==> src/rtl/iter_magnitude_comparator.sv <==
// Sequential magnitude comparator. It walks both operands one CHUNK at a time, MSB chunk first,
// stops at the first differing chunk, and shows the result letter and cycle count on a multiplexed display.
module iter_magnitude_comparator #(
    parameter int WIDTH       = 16,
    parameter int CHUNK       = 4,
    parameter int REFRESH_DIV = 100000
) (
    input  logic             clk,
    input  logic             reset,
    input  logic             start,
    input  logic             signed_mode,
    input  logic [WIDTH-1:0] a,
    input  logic [WIDTH-1:0] b,
    output logic             busy,
    output logic             done,
    output logic             gt,
    output logic             eq,
    output logic             lt,
    output logic [3:0]       cycles,
    output logic [7:0]       anode,
    output logic             ca,
    output logic             cb,
    output logic             cc,
    output logic             cd,
    output logic             ce,
    output logic             cf,
    output logic             cg
);

    localparam int K      = WIDTH / CHUNK;
    localparam int SCAN_W = (REFRESH_DIV > 1) ? $clog2(REFRESH_DIV) : 1;

    localparam logic [WIDTH-1:0]  SIGN_MASK = WIDTH'(1) << (WIDTH - 1);
    localparam logic [3:0]        LAST_IDX  = 4'(K - 1);
    localparam logic [3:0]        K_CYCLES  = 4'(K);
    localparam logic [SCAN_W-1:0] SCAN_LAST = SCAN_W'(REFRESH_DIV - 1);

    localparam logic [6:0] SEG_G     = 7'b0100001;
    localparam logic [6:0] SEG_E     = 7'b0110000;
    localparam logic [6:0] SEG_L     = 7'b1110001;
    localparam logic [6:0] SEG_BLANK = 7'b1111111;

    typedef enum logic [1:0] {
        IDLE,
        RUN,
        DONE
    } state_t;

    state_t            state;
    logic [WIDTH-1:0]  op_a;
    logic [WIDTH-1:0]  op_b;
    logic [3:0]        idx;
    logic              result_valid;
    logic [CHUNK-1:0]  top_a;
    logic [CHUNK-1:0]  top_b;

    logic [SCAN_W-1:0] scan_count;
    logic              digit_sel;
    logic [6:0]        letter_seg;
    logic [6:0]        hex_seg;
    logic [6:0]        seg;

    // The operands are shifted left after each equal chunk, so the chunk under test is always the top one.
    assign top_a = op_a[WIDTH-1 -: CHUNK];
    assign top_b = op_b[WIDTH-1 -: CHUNK];

    always_ff @(posedge clk or posedge reset) begin
        if (reset) begin
            state        <= IDLE;
            op_a         <= '0;
            op_b         <= '0;
            idx          <= '0;
            busy         <= 1'b0;
            done         <= 1'b0;
            gt           <= 1'b0;
            eq           <= 1'b0;
            lt           <= 1'b0;
            cycles       <= '0;
            result_valid <= 1'b0;
        end else begin
            done <= 1'b0;
            case (state)
                IDLE, DONE: begin
                    if (start) begin
                        // Flipping the sign bit turns two's complement into offset binary, so unsigned chunk compares give the signed order.
                        op_a         <= signed_mode ? (a ^ SIGN_MASK) : a;
                        op_b         <= signed_mode ? (b ^ SIGN_MASK) : b;
                        idx          <= '0;
                        gt           <= 1'b0;
                        eq           <= 1'b0;
                        lt           <= 1'b0;
                        result_valid <= 1'b0;
                        busy         <= 1'b1;
                        state        <= RUN;
                    end
                end
                RUN: begin
                    if (top_a != top_b) begin
                        gt           <= (top_a > top_b);
                        lt           <= (top_a < top_b);
                        cycles       <= idx + 4'd1;
                        done         <= 1'b1;
                        result_valid <= 1'b1;
                        busy         <= 1'b0;
                        state        <= DONE;
                    end else if (idx == LAST_IDX) begin
                        eq           <= 1'b1;
                        cycles       <= K_CYCLES;
                        done         <= 1'b1;
                        result_valid <= 1'b1;
                        busy         <= 1'b0;
                        state        <= DONE;
                    end else begin
                        idx  <= idx + 4'd1;
                        op_a <= op_a << CHUNK;
                        op_b <= op_b << CHUNK;
                    end
                end
                default: begin
                    busy  <= 1'b0;
                    state <= IDLE;
                end
            endcase
        end
    end

    // The display scan is free-running and ignores the comparator state.
    always_ff @(posedge clk or posedge reset) begin
        if (reset) begin
            scan_count <= '0;
            digit_sel  <= 1'b0;
        end else if (scan_count == SCAN_LAST) begin
            scan_count <= '0;
            digit_sel  <= ~digit_sel;
        end else begin
            scan_count <= scan_count + SCAN_W'(1);
        end
    end

    always_comb begin
        hex_seg = SEG_BLANK;
        case (cycles)
            4'h0: hex_seg = 7'b0000001;
            4'h1: hex_seg = 7'b1001111;
            4'h2: hex_seg = 7'b0010010;
            4'h3: hex_seg = 7'b0000110;
            4'h4: hex_seg = 7'b1001100;
            4'h5: hex_seg = 7'b0100100;
            4'h6: hex_seg = 7'b0100000;
            4'h7: hex_seg = 7'b0001111;
            4'h8: hex_seg = 7'b0000000;
            4'h9: hex_seg = 7'b0000100;
            4'hA: hex_seg = 7'b0001000;
            4'hB: hex_seg = 7'b1100000;
            4'hC: hex_seg = 7'b0110001;
            4'hD: hex_seg = 7'b1000010;
            4'hE: hex_seg = 7'b0110000;
            4'hF: hex_seg = 7'b0111000;
            default: hex_seg = SEG_BLANK;
        endcase
    end

    always_comb begin
        letter_seg = SEG_L;
        if (gt) begin
            letter_seg = SEG_G;
        end else if (eq) begin
            letter_seg = SEG_E;
        end
    end

    always_comb begin
        seg   = SEG_BLANK;
        anode = digit_sel ? 8'b11111101 : 8'b11111110;
        if (result_valid) begin
            seg = digit_sel ? hex_seg : letter_seg;
        end
    end

    assign {ca, cb, cc, cd, ce, cf, cg} = seg;

endmodule

==> config.mk <==
export PLATFORM = sky130hd
export DESIGN_NAME = iter_magnitude_comparator
export DESIGN_NICKNAME = d
export VERILOG_FILES = /design/src/rtl/iter_magnitude_comparator.sv
export SDC_FILE = /design/constraint.sdc
export NUM_CORES = 1
export LEC_CHECK = 0
export BUFFER_PORTS_ARGS = -buffer_cell sky130_fd_sc_hd__buf_2
export CORE_ASPECT_RATIO = 1.5
export CORE_MARGIN = 4
export CORE_UTILIZATION = 60
export DETAILED_ROUTE_END_ITERATION = 8
export GPL_ROUTABILITY_DRIVEN = 0
export GPL_TIMING_DRIVEN = 0
export PLACE_DENSITY = 0.94
export SETUP_SLACK_MARGIN = 0.1
export SLEW_MARGIN = 20
export SYNTH_ARGS = -nofsm -noshare
export SYNTH_HDL_FRONTEND = slang
export SYNTH_SLANG_ARGS = --single-unit
==> constraint.sdc <==
create_clock -name clk -period 5.8 [get_ports clk]
set_clock_uncertainty 0.15 [all_clocks]
set_input_delay 0.29 -clock clk [delete_from_list [all_inputs] [get_ports clk]]
set_output_delay 0.29 -clock clk [all_outputs]
set_load 0.01 [all_outputs]
==> out/metrics.yaml <==
overflow: 0
ys_seq_area_share_pct: 48.4
p_comb_share_pct: 36.8
cts-root-buf: "clkbuf_8"
criticalPathCategory: "reg2out"
area_delta_synth_final_pct: 16.3
synth_top_area_cell: "dfrtp_1"
min_period_ns: 2.44
slowest_delay_ns: 0.44
ys_ff_latch: 66
worst_ep_required_time_ns: 5.36
max_freq_mhz: 410
clk_path_buf_depth: 2
ant_nets: 0
instances_no_fill: 479
synth_area_leaders: "dfrtp_1, mux2i_1, o21ai_0"
drt_iter0_markers: 117
grt_pass1_vias: 2892
start_kind: "register"
fin_crit_sh_pct: 42.0
ir_drop_uv: 257
end_kind: "primary output"
yosysTopAreaCellShare_pct: 48.4
routed_wirelength_um: 7750
ctsHoldBuffers: 1
rsz0062_at_grt: "no"
arrival_ns: 2.00
post_cts_resized: 0
placement.io_buffers: 53
cts_sinks: 66
place_inst: 464
yosys_warnings: 0
pwr-share-clk_pct: 20.0
worstPathCellList: "inv_1, ha_1, inv_1, mux4_2, nand2_1, nand2_1, buf_2"
ys.flop_type: "dfrtp_1"
critPathSlowestCell: "dfrtp_1"
cts_buffers: 9
maxSlewHeadroom_pct: 62.4
power.internal_mw: 1.02
ys_types: 44
p_seq_share_pct: 43.2
p_sw_mw: 0.597
p_leak_nw: 1.95
maxCapViolCount: 0
hpwl_um: 5740
firstDrtPassIters: 5
timing.hold.ws_ns: 0.0171
p_per_area_mw_per_mm2: 407
wl_per_cell_um: 16.2
setup_viol: 0
syn_area_per_cell_um2: 10.2
antennaDiodeCount: 0
setup_slack_ns: 3.36
sw_frac_of_total_pct: 37.0
dieHeight_um: 100
layout_commonest_cell: "dfrtp_1"
core_area_mm2: 0.00549
path_max_fanout: 6
start_util_pct: 62.1
tritoncts: "yes"
rows: 33
grtUsageTotal_pct: 23.9
drv_slew: 0
clkSlewWorstSetupHoldPaths_ns: 0.07
synth_edf_count: 0
worst_hold_path_type: "in2reg"
final_cell_mix: "dfrtp_1, buf_2, nand2_1"
via_count: 2743
viasPerCell: 5.73
grt_max_degree: 35
setup-tns-final_ns: 0
tightest_slew_ns: 0.564
ios: 60
antenna_found_initial: 0
status: "finished clean"
die-area_mm2: 0.00698
drive_gt1_share_pct: 23.0
clock_latency_ns: 0.35
post-cts-setup-buffers: 0
die_w_um: 69.6
htree_levels: 3
synth-async-reset-ratio_pct: 100
hold_violations: 0
num-nets-final: 453
pre_cts_slack_ns: 3.68
synthCells: 335
syn_area_mm2: 0.00341
drc_errors: 0
grt_pass1_wl_um: 13200
[routing by layer]
metal | up-vias | GRT usage [%] | wire length (µm)
met1 | 1339 | 27.5 | 3010
met5 | - | 0 | 0
li1 | 1290 | - | -
met4 | 0 | 13.4 | 311
met2 | 85 | 41.0 | 4070
met3 | 29 | 5.51 | 352
[cells by family after synthesis]
group / synth area share, %
AND/OR/NAND/NOR: 15.6
multiplexers: 9.24
AO/OA/AOI/OAI: 11.5
XOR/XNOR: 4.88
adder cells (fa/ha/maj): 4.04
other: 0.110
buffers and inverters: 6.24
flip-flops: 48.4
[path summary, 6_finish.rpt]
path                           start             end  slack, ns  cells past startpoint
max in group asynchronous      reset  scan_count[13]       4.62                      4
setup reg to reg              idx[0]         op_a[4]       3.61                      7
setup / recovery           cycles[0]              cd       3.36                      7
min in group asynchronous      reset         op_a[9]       0.35                      3
hold reg to reg              op_b[9]         op_b[9]       0.33                      2
hold / removal                  a[2]         op_a[2]       0.02                      2
[layout make-up]
type                            instances  area (µm²)
Sequential cell                        66        1650
Timing Repair Buffer                   55         295
Inverter                               15        58.8
Multi-Input combinational cell        237        1570
Clock buffer                           14         153
Tap cell                               70        87.6
Buffer                                 22         156
Fill cell                             418        1520
[cell usage after synthesis (all sizes together), types with 2 or more instances]
cell type  count
nand3         12
nand2         41
inv           15
o21ai         37
mux2           2
nor3           6
nand2b         3
dfrtp         66
buf           21
a22o           8
nand4          8
nor3b          2
mux2i         27
a211oi         2
nor2b          5
xor2           5
a21oi          8
o31ai          2
and4           3
nor2          20
ha            11
xnor2         14
[power by group through the flow]
stage	combinational, mW	clock (mW)	sequential, mW
finish	0.594	0.323	0.698
global route	0.672	0.349	0.715
CTS	0.596	0.327	0.696
detailed placement	0.591	0	0.703
global placement	0.551	0	0.689
floorplan	0.421	0	0.682
[through the flow]
stage / area (µm²) / utilization (%) / power, mW
after CTS: 3970 / 72.2 / 1.62
after detailed placement: 3800 / 69.3 / 1.29
after floorplan: 3430 / - / 1.10
final: 3970 / 72.2 / 1.61
after global placement: 3780 / 68.9 / 1.24
after global routing: 3970 / 72.2 / 1.74
[sequential cells by signal, indices dropped and copies added, names as in the netlist]
signal	count
result_valid	1
lt	1
eq	1
state	2
idx	4
op_b	16
digit_sel	1
busy	1
cycles	4
gt	1
op_a	16
scan_count	17
done	1
[critical path: cells and delay by family, from the launching register on]
family	cells	cell delay, ns
DFF	1	0.44
muxes	1	0.44
buffers and inverters	3	0.33
adders and majority gates	1	0.33
and+or+nand+nor	2	0.13
(Power assumes the default switching activity.)
